<file path="config.mk">
export PLATFORM = sky130hd
export DESIGN_NAME = regfile_sb
export DESIGN_NICKNAME = d
export VERILOG_FILES = /design/src/rtl/regfile_pkg.sv /design/src/rtl/regfile_rdport.sv /design/src/rtl/regfile_sb.sv
export SDC_FILE = /design/constraint.sdc
export NUM_CORES = 2
export LEC_CHECK = 0
export ABC_AREA = 0
export CAP_MARGIN = 15
export CELL_PAD_IN_SITES_DETAIL_PLACEMENT = 0
export CELL_PAD_IN_SITES_GLOBAL_PLACEMENT = 1
export CORE_MARGIN = 1
export CORE_UTILIZATION = 52
export DETAILED_ROUTE_END_ITERATION = 8
export PLACE_DENSITY = 0.84
export REMOVE_ABC_BUFFERS = 1
export SLEW_MARGIN = 20
export SYNTH_ARGS = -nofsm -noshare
export SYNTH_HDL_FRONTEND = slang
export SYNTH_SLANG_ARGS = --single-unit
</file>
<file path="constraint.sdc">
create_clock -name clk -period 8.8 [get_ports clk]
set_input_delay 2.64 -clock clk [delete_from_list [all_inputs] [get_ports clk]]
set_output_delay 2.64 -clock clk [all_outputs]
set_load 0.05 [all_outputs]
</file>
<file path="src/rtl/regfile_pkg.sv">
// ---------------------------------------------------------------------------
// regfile_pkg
//   Shared constants and types for the regfile_sb register file.
//   - RF_DATA_W / RF_ADDR_W / RF_NUM_RD : default geometry
//   - RF_PORT_SBUS / RF_PORT_ALU        : read-port index assignments
//   - rf_addr_t / rf_data_t             : select and data types at default size
//   Optional feature macro used elsewhere: REGFILE_BYPASS_EN
// ---------------------------------------------------------------------------
package regfile_pkg;

    localparam int RF_DATA_W = 32;
    localparam int RF_ADDR_W = 5;
    localparam int RF_NUM_RD = 2;

    // Read port 0 drives the S-bus, read port 1 drives the ALU operand.
    localparam int RF_PORT_SBUS = 0;
    localparam int RF_PORT_ALU  = 1;

    typedef logic [RF_ADDR_W-1:0] rf_addr_t;
    typedef logic [RF_DATA_W-1:0] rf_data_t;

endpackage : regfile_pkg

</file>
<file path="src/rtl/regfile_rdport.sv">
// ---------------------------------------------------------------------------
// regfile_rdport
//   One combinational read port of the register file: selects a register
//   and its busy bit, masks register 0 to zero / not-busy, and (when
//   REGFILE_BYPASS_EN is defined) forwards same-cycle write data.
//
//   Optional feature macro: REGFILE_BYPASS_EN
//     defined   : a write to the selected register is visible this cycle
//     undefined : reads show registered contents only
//
//   Ports
//     sel            in  ADDR_W               register select (0 = zero reg)
//     store          in  (DEPTH-1) x DATA_W   register contents r1..rN
//     busy_vec       in  DEPTH-1              busy bits r1..rN
//     byp_en         in  1                    a write is happening this cycle
//     write_select   in  ADDR_W               write target
//     sbus_in        in  DATA_W               write data
//     rsv_en         in  1                    a valid reservation this cycle
//     reserve_select in  ADDR_W               reservation target
//     data           out DATA_W               read data
//     busy           out 1                    busy flag of selected register
// ---------------------------------------------------------------------------
module regfile_rdport #(
    parameter int DATA_W = 32,
    parameter int ADDR_W = 5,
    parameter int DEPTH  = 2 ** ADDR_W
) (
    input  logic [ADDR_W-1:0]             sel,
    input  logic [DEPTH-1:1][DATA_W-1:0]  store,
    input  logic [DEPTH-1:1]              busy_vec,
    input  logic                          byp_en,
    input  logic [ADDR_W-1:0]             write_select,
    input  logic [DATA_W-1:0]             sbus_in,
    input  logic                          rsv_en,
    input  logic [ADDR_W-1:0]             reserve_select,
    output logic [DATA_W-1:0]             data,
    output logic                          busy
);

`ifdef REGFILE_BYPASS_EN
    always_comb begin
        data = '0;
        busy = 1'b0;
        if (sel != '0) begin
            data = store[sel];
            busy = busy_vec[sel];
            // Forward the in-flight write. The write clears busy unless a
            // reservation of the same register lands in this same cycle.
            if (byp_en && (write_select == sel)) begin
                data = sbus_in;
                busy = rsv_en && (reserve_select == sel);
            end
        end
    end
`else
    always_comb begin
        data = '0;
        busy = 1'b0;
        if (sel != '0) begin
            data = store[sel];
            busy = busy_vec[sel];
        end
    end

    // Forwarding inputs have no consumer in this build.
    logic unused_bypass;
    assign unused_bypass = &{1'b0, byp_en, write_select, sbus_in,
                             rsv_en, reserve_select};
`endif

endmodule : regfile_rdport

</file>
<file path="src/rtl/regfile_sb.sv">
// ---------------------------------------------------------------------------
// regfile_sb
//   Clocked register file with one write port, NUM_RD combinational read
//   ports and a per-register busy scoreboard. Register 0 reads as zero and
//   write_select == 0 means "no write".
//
//   Optional feature macro: REGFILE_BYPASS_EN (write-to-read forwarding)
//
//   Ports
//     clk            in  1              clock, rising edge
//     rst_n          in  1              asynchronous active-low reset
//     sbus_in        in  DATA_W         write data
//     write_select   in  ADDR_W         write target, 0 = no write
//     reserve_en     in  1              mark reserve_select busy
//     reserve_select in  ADDR_W         register to reserve
//     rd_select      in  NUM_RD*ADDR_W  read selects, port p at [p*ADDR_W +: ADDR_W]
//     rd_data        out NUM_RD*DATA_W  read data, port p at [p*DATA_W +: DATA_W]
//     rd_busy        out NUM_RD         busy flag of selected register per port
//     busy_count     out ADDR_W+1       number of busy registers (registered state)
// ---------------------------------------------------------------------------
module regfile_sb
    import regfile_pkg::*;
#(
    parameter int DATA_W = RF_DATA_W,
    parameter int ADDR_W = RF_ADDR_W,
    parameter int NUM_RD = RF_NUM_RD
) (
    input  logic                     clk,
    input  logic                     rst_n,
    input  logic [DATA_W-1:0]        sbus_in,
    input  logic [ADDR_W-1:0]        write_select,
    input  logic                     reserve_en,
    input  logic [ADDR_W-1:0]        reserve_select,
    input  logic [NUM_RD*ADDR_W-1:0] rd_select,
    output logic [NUM_RD*DATA_W-1:0] rd_data,
    output logic [NUM_RD-1:0]        rd_busy,
    output logic [ADDR_W:0]          busy_count
);

    localparam int DEPTH = 2 ** ADDR_W;

    // Register 0 has no storage; index ranges start at 1.
    logic [DEPTH-1:1][DATA_W-1:0] regs;
    logic [DEPTH-1:1]             busy;

    logic wr_en;
    logic rsv_en;
    logic byp_en;

    assign wr_en  = (write_select != '0);
    assign rsv_en = reserve_en && (reserve_select != '0);
    // Forwarding is suppressed in reset so every output reads zero there.
    assign byp_en = rst_n && wr_en;

    // -----------------------------------------------------------------------
    // Storage and scoreboard. The reservation is applied after the write so
    // that a same-cycle write+reserve of one register leaves it busy.
    // -----------------------------------------------------------------------
    always_ff @(posedge clk or negedge rst_n) begin
        if (!rst_n) begin
            regs <= '0;
            busy <= '0;
        end else begin
            if (wr_en) begin
                regs[write_select] <= sbus_in;
                busy[write_select] <= 1'b0;
            end
            if (rsv_en) begin
                busy[reserve_select] <= 1'b1;
            end
        end
    end

    // -----------------------------------------------------------------------
    // Busy population count over registered state only.
    // -----------------------------------------------------------------------
    always_comb begin
        busy_count = '0;
        for (int i = 1; i < DEPTH; i++) begin
            busy_count = busy_count + {{ADDR_W{1'b0}}, busy[i]};
        end
    end

    // -----------------------------------------------------------------------
    // Read ports
    // -----------------------------------------------------------------------
    for (genvar p = 0; p < NUM_RD; p++) begin : g_rdport
        regfile_rdport #(
            .DATA_W (DATA_W),
            .ADDR_W (ADDR_W),
            .DEPTH  (DEPTH)
        ) u_rdport (
            .sel            (rd_select[p*ADDR_W +: ADDR_W]),
            .store          (regs),
            .busy_vec       (busy),
            .byp_en         (byp_en),
            .write_select   (write_select),
            .sbus_in        (sbus_in),
            .rsv_en         (rsv_en),
            .reserve_select (reserve_select),
            .data           (rd_data[p*DATA_W +: DATA_W]),
            .busy           (rd_busy[p])
        );
    end

endmodule : regfile_sb

</file>
After elaboration in Yosys (flattened, before gate mapping) --
Index checks and enable logic that the tools add are counted.
Cells by class: reduce and logical (&&, ||, !) cells 7, bitwise gates (word level) 3, muxes and demuxes 21, $add $sub $neg 30, magnitude comparators 6
Operators with widths (number):
- $bwmux W992 | 1
- $bmux W32 S5 | 2
- $demux W32 S5 | 1
- $mux W32 | 5
- $add A6 B1 Y6 | 25
- $mux W31 | 2
- $and A31 B31 Y31 | 1
- $not A31 Y31 | 1
- $or A31 B31 Y31 | 1
- $lt A5 B6 Y1 const B | 4
- $reduce_bool A5 Y1 | 4
- $bmux W1 S5 | 2
- $demux W1 S5 | 2
- $ge A5 B1 Y1 const B | 2
- $add A5 B1 Y6 | 1
- $mux W1 | 6
- $add A4 B1 Y5 | 1
- $add A3 B1 Y4 | 1
- $add A2 B1 Y3 | 1
- $logic_and A1 B1 Y1 | 3
- $add A1 B1 Y2 | 1
Word-level totals: flip-flop bits (word level) 1023, input port bits 55

Depth between registers and ports, before layout --
depth after elaboration 30, mapped depth 17, depth with buffers taken out 17

Modules after synthesis --
A second synthesis with hierarchy kept.
Unflattened totals: cell total of the unflattened synthesis 4314, area total of the unflattened synthesis 57008.4 µm²
By module, submodules not included:
- regfile_sb | area an instance 39238.9 µm², cells an instance 2394, sequential area each 25599.6 µm², times used 1
- regfile_rdport | area an instance 8884.8 µm², cells an instance 960, sequential area each 0.0 µm², times used 2

Worst setup path before layout --
OpenSTA, ideal clock, no wires.
path kind input -> output, start input rd_select[1], end output rd_data[10], slack 0.969 ns, arrival 5.191 ns, required time 6.160 ns, stages 7, buffers on the path 3, path through buf_2 -> nor2b_1 -> clkbuf_2 -> clkbuf_1 -> a22oi_1 -> o211a_1 -> nor4_1
On the way: cells in the longest elaborated chain, start to end 3, elaborated cells on any way between the ends 4
Ends and longest elaborated chain:
- from (decl) | line regfile_sb.sv:34 | input logic [NUM_RD*ADDR_W-1:0] rd_select,
- $bmux W32 S5 | line regfile_rdport.sv:60 | data = store[sel];
- $mux W32 (implied by the code) | line regfile_rdport.sv:60
- $mux W32 * | line regfile_rdport.sv:59 | if (sel != '0) begin
- to (decl) | line regfile_sb.sv:35 | output logic [NUM_RD*DATA_W-1:0] rd_data,
Mark *: on every way between the ends. The rest lies on a longest branch, timed or not. The select of a mux whose other input is x is not followed.

Final worst setup path --
start register busy[24] (netlist bit), end output busy_count[2]
On the way: cells in the longest elaborated chain, start to end 8
Ends and longest elaborated chain:
- from (decl) | line regfile_sb.sv:44 | logic [DEPTH-1:1] busy;
- from (signal assigned) | line regfile_sb.sv:62 | busy <= '0;
- from (signal, indexed assignment) | line regfile_sb.sv:66 | busy[write_select] <= 1'b0;
- from (signal, indexed assignment) | line regfile_sb.sv:69 | busy[reserve_select] <= 1'b1;
- $add A6 B1 Y6 (8 in a row) | line regfile_sb.sv:80 | busy_count = busy_count + {{ADDR_W{1'b0}}, busy[i]};
- to (decl) | line regfile_sb.sv:37 | output logic [ADDR_W:0] busy_count
No other way between the ends.

==> reports/results.tsv <==
metric	value	unit
synth_largest_area_cell	dfrtp_1	
finClkSkew	0	ns
fillCellCount	8322	
synth_common_cells	mux2_2, dfrtp_1, mux2i_1, clkbuf_1, o22ai_1	
port_buffers	126	
critPathLaunch	busy[24]$_DFF_PN0_	
synthMostInstantiatedCell	mux2_2	
globalplace.congestion	0.882	
route.met2.wl	79900	um
synth_edf_count	0	
drtIter0Drc	4302	
drc	0	
synth_seq_cells	1023	
clock_sinks	1023	
hold_buffers	0	
min_period_over_period	0.974	
peakVddDrop	0.739	mV
post_drt_via_cell_ratio	6.79	
synth_flop_cell	dfrtp_1	
clk_path_buf_depth	3	
reg2reg_depth	1	
rows	119	
cts_buffers	111	
slew_headroom	0.203	
dieArea	109000	um^2
cts_tree	done	
track_usage	0.331	
grt_pass1_wl	267000	um
post-route-util	0.592	
start_util	0.528	
hp-start	regs[742]$_DFFE_PN0P_	
clk_pin_slew	0.06	ns
core_area	106000	um^2
design_area	62700	um^2
grt_pass1_vias	39500	
ctsRootBufferMaster	clkbuf_16	
dpl.hpwl	106000	um
r2r-start	regs[472]$_DFFE_PN0P_	
wl_met1	74800	um
layout-drive-gt1-share	0.373	
grt_setup_unrepaired	false	
criticalPathCategory	register to output port	
synth.cell_area	55900	um^2
status	finished clean	
power	17300	uW
antenna_found_initial	6	
synth_cells	4378	
clk_latency	0.71	ns
yosys-top-cells-area	dfrtp_1, mux2_2, mux2i_1, mux4_2, o22ai_1	
hold_depth	1	
startpoint_type	register	
route.met3.wl	18000	um
yosysSeqAreaShare	0.458	
hold_viol_final	0	
overflow	0	
setup_tns	0	ns
powerDensity	276	nW/um^2
wire_per_inst	31.1	um
avgSynthCellArea	12.8	um^2
h-tree-depth	3	
postPlaceCellArea	58900	um^2
hp-class	register to register	
min_period	8.58	ns
fmax	117	MHz
yosys_warnings	0	
cellLeakagePower	0.0280	uW
vias	39400	
critical_path_required	6.16	ns
wl	180000	um
top_layer	met5	
synth.distinct_cells	48	
synth_top_cell_area_share	0.458	
cts_setup_buffers	0	
nNetsFinal	4410	
async_flop_share	1.00	
worst_pin_slew	1.19	ns
grt_max_degree	176	
ios	127	
arrival	5.94	ns
die_w	330	um
finalMaxSlewViolations	0	
cap_violations	0	
critical_path.endpoint_type	output port	
ant_nets	0	
setup_violations	0	
die_y	330	um
dr.pass1.iters	6	
area_growth	12.2	%
path_max_fanout	4	
[per-stage QoR]
| step | std cells | setup slack [ns] | hold WS, ns |
|---|---|---|---|
| 6_report | 5807 | 0.225 | 0.526 |
| 3_5_place_dp | 5603 | 0.609 | 0.510 |
| 4_1_cts | 5804 | 0.110 | 0.523 |
| 5_1_grt | 5805 | 0.0219 | 0.538 |
| 3_3_place_gp | 5603 | 0.556 | 0.499 |
| 2_1_floorplan | 3928 | 0.387 | 0.487 |
[state kept, by name (all words and copies together), names as in the netlist]
register  cells
regs        992
busy         31
[path summary, 6_finish.rpt]
check	endpoint	slack (ns)
worst max-delay path	busy_count[2]	0.22
worst min-delay path	regs[742]$_DFFE_PN0P_	0.53
max in group asynchronous	regs[761]$_DFFE_PN0P_	5.03
worst min register to register	regs[742]$_DFFE_PN0P_	0.53
min in group asynchronous	busy[21]$_DFF_PN0_	2.04
worst max register to register	regs[472]$_DFFE_PN0P_	7.97
[critical path, cell delays in order, from the launching register on]
cell and delay, ns:
dfrtp_1 0.42, fa_1 0.52, fa_1 0.51, inv_1 0.05
fa_1 0.47, inv_1 0.05, fa_1 0.46, fa_1 0.49
inv_1 0.05, fa_1 0.42, inv_1 0.07, fa_1 0.19
inv_1 0.07, fa_1 0.45, xnor2_1 0.18, clkdlybuf4s50_1 0.82
[metal layers]
metal,GRT usage,vias to the layer above
met1,0.467,20600
met4,0.136,4
met3,0.0713,419
li1,-,16400
met5,0,-
met2,0.496,2015
[cells in the final DEF, fill, tap and decap left out, drive strengths merged, types with 3 or more instances in the layout]
cell / n
mux2: 1054
dfrtp: 1023
mux2i: 713
buf: 239
o22ai: 199
a22oi: 161
clkbuf: 158
nand2: 153
nor3: 129
mux4: 108
a22o: 42
clkdlybuf4s50: 41
nand3: 37
inv: 36
o211a: 33
nor4: 32
a221o: 29
a31oi: 29
o21ai: 29
clkinv: 24
fa: 23
nor2: 16
bufinv: 12
a21oi: 10
nand2b: 10
nor2b: 9
nor3b: 8
ha: 7
nand3b: 6
or2: 5
nor4bb: 4
o221ai: 4
a211oi: 4
diode: 3
xnor2: 3
or3: 3
clkinvlp: 3
dlymetal6s2s: 3
[cell type report]
cell class	instances	area (um^2)	area share
Clock inverter	44	584	0.00932
Timing Repair Buffer	284	3140	0.0500
Tap cell	1391	1740	0.0278
Clock buffer	157	3200	0.0510
Multi-Input combinational cell	2874	28300	0.452
Inverter	31	116	0.00186
Sequential cell	1023	25600	0.408
Antenna cell	3	7.51	0.000120
[kinds of logic after synthesis]
family / count (synthesis) / share of synthesized area
and+or+nand+nor: 421 / 0.0370
buffers and inverters: 481 / 0.0411
AOI/OAI and AO/OA: 545 / 0.0702
adders and majority gates: 30 / 0.00980
DFF: 1023 / 0.458
muxes: 1875 / 0.384
xor gates and xnor gates: 3 / 0.000470
[power by group]
| group | total [uW] | internal (uW) | leakage [uW] | switching (uW) |
|---|---|---|---|---|
| clock | 4870 | 2880 | 0.00187 | 2000 |
| combinational | 5800 | 2740 | 0.0136 | 3060 |
| sequential | 6660 | 5810 | 0.0126 | 852 |
| total | 17300 | 11400 | 0.0280 | 5910 |
[timing repair]
item                                    in CTS  in global routing
cloned                                       0                  0
endpoints found under the setup margin       1                  4
hold endpoints to repair                     0                  0
pin swaps                                    0                  0
gates resized for setup                      1                  5
Power figures use the tool's default switching activity.
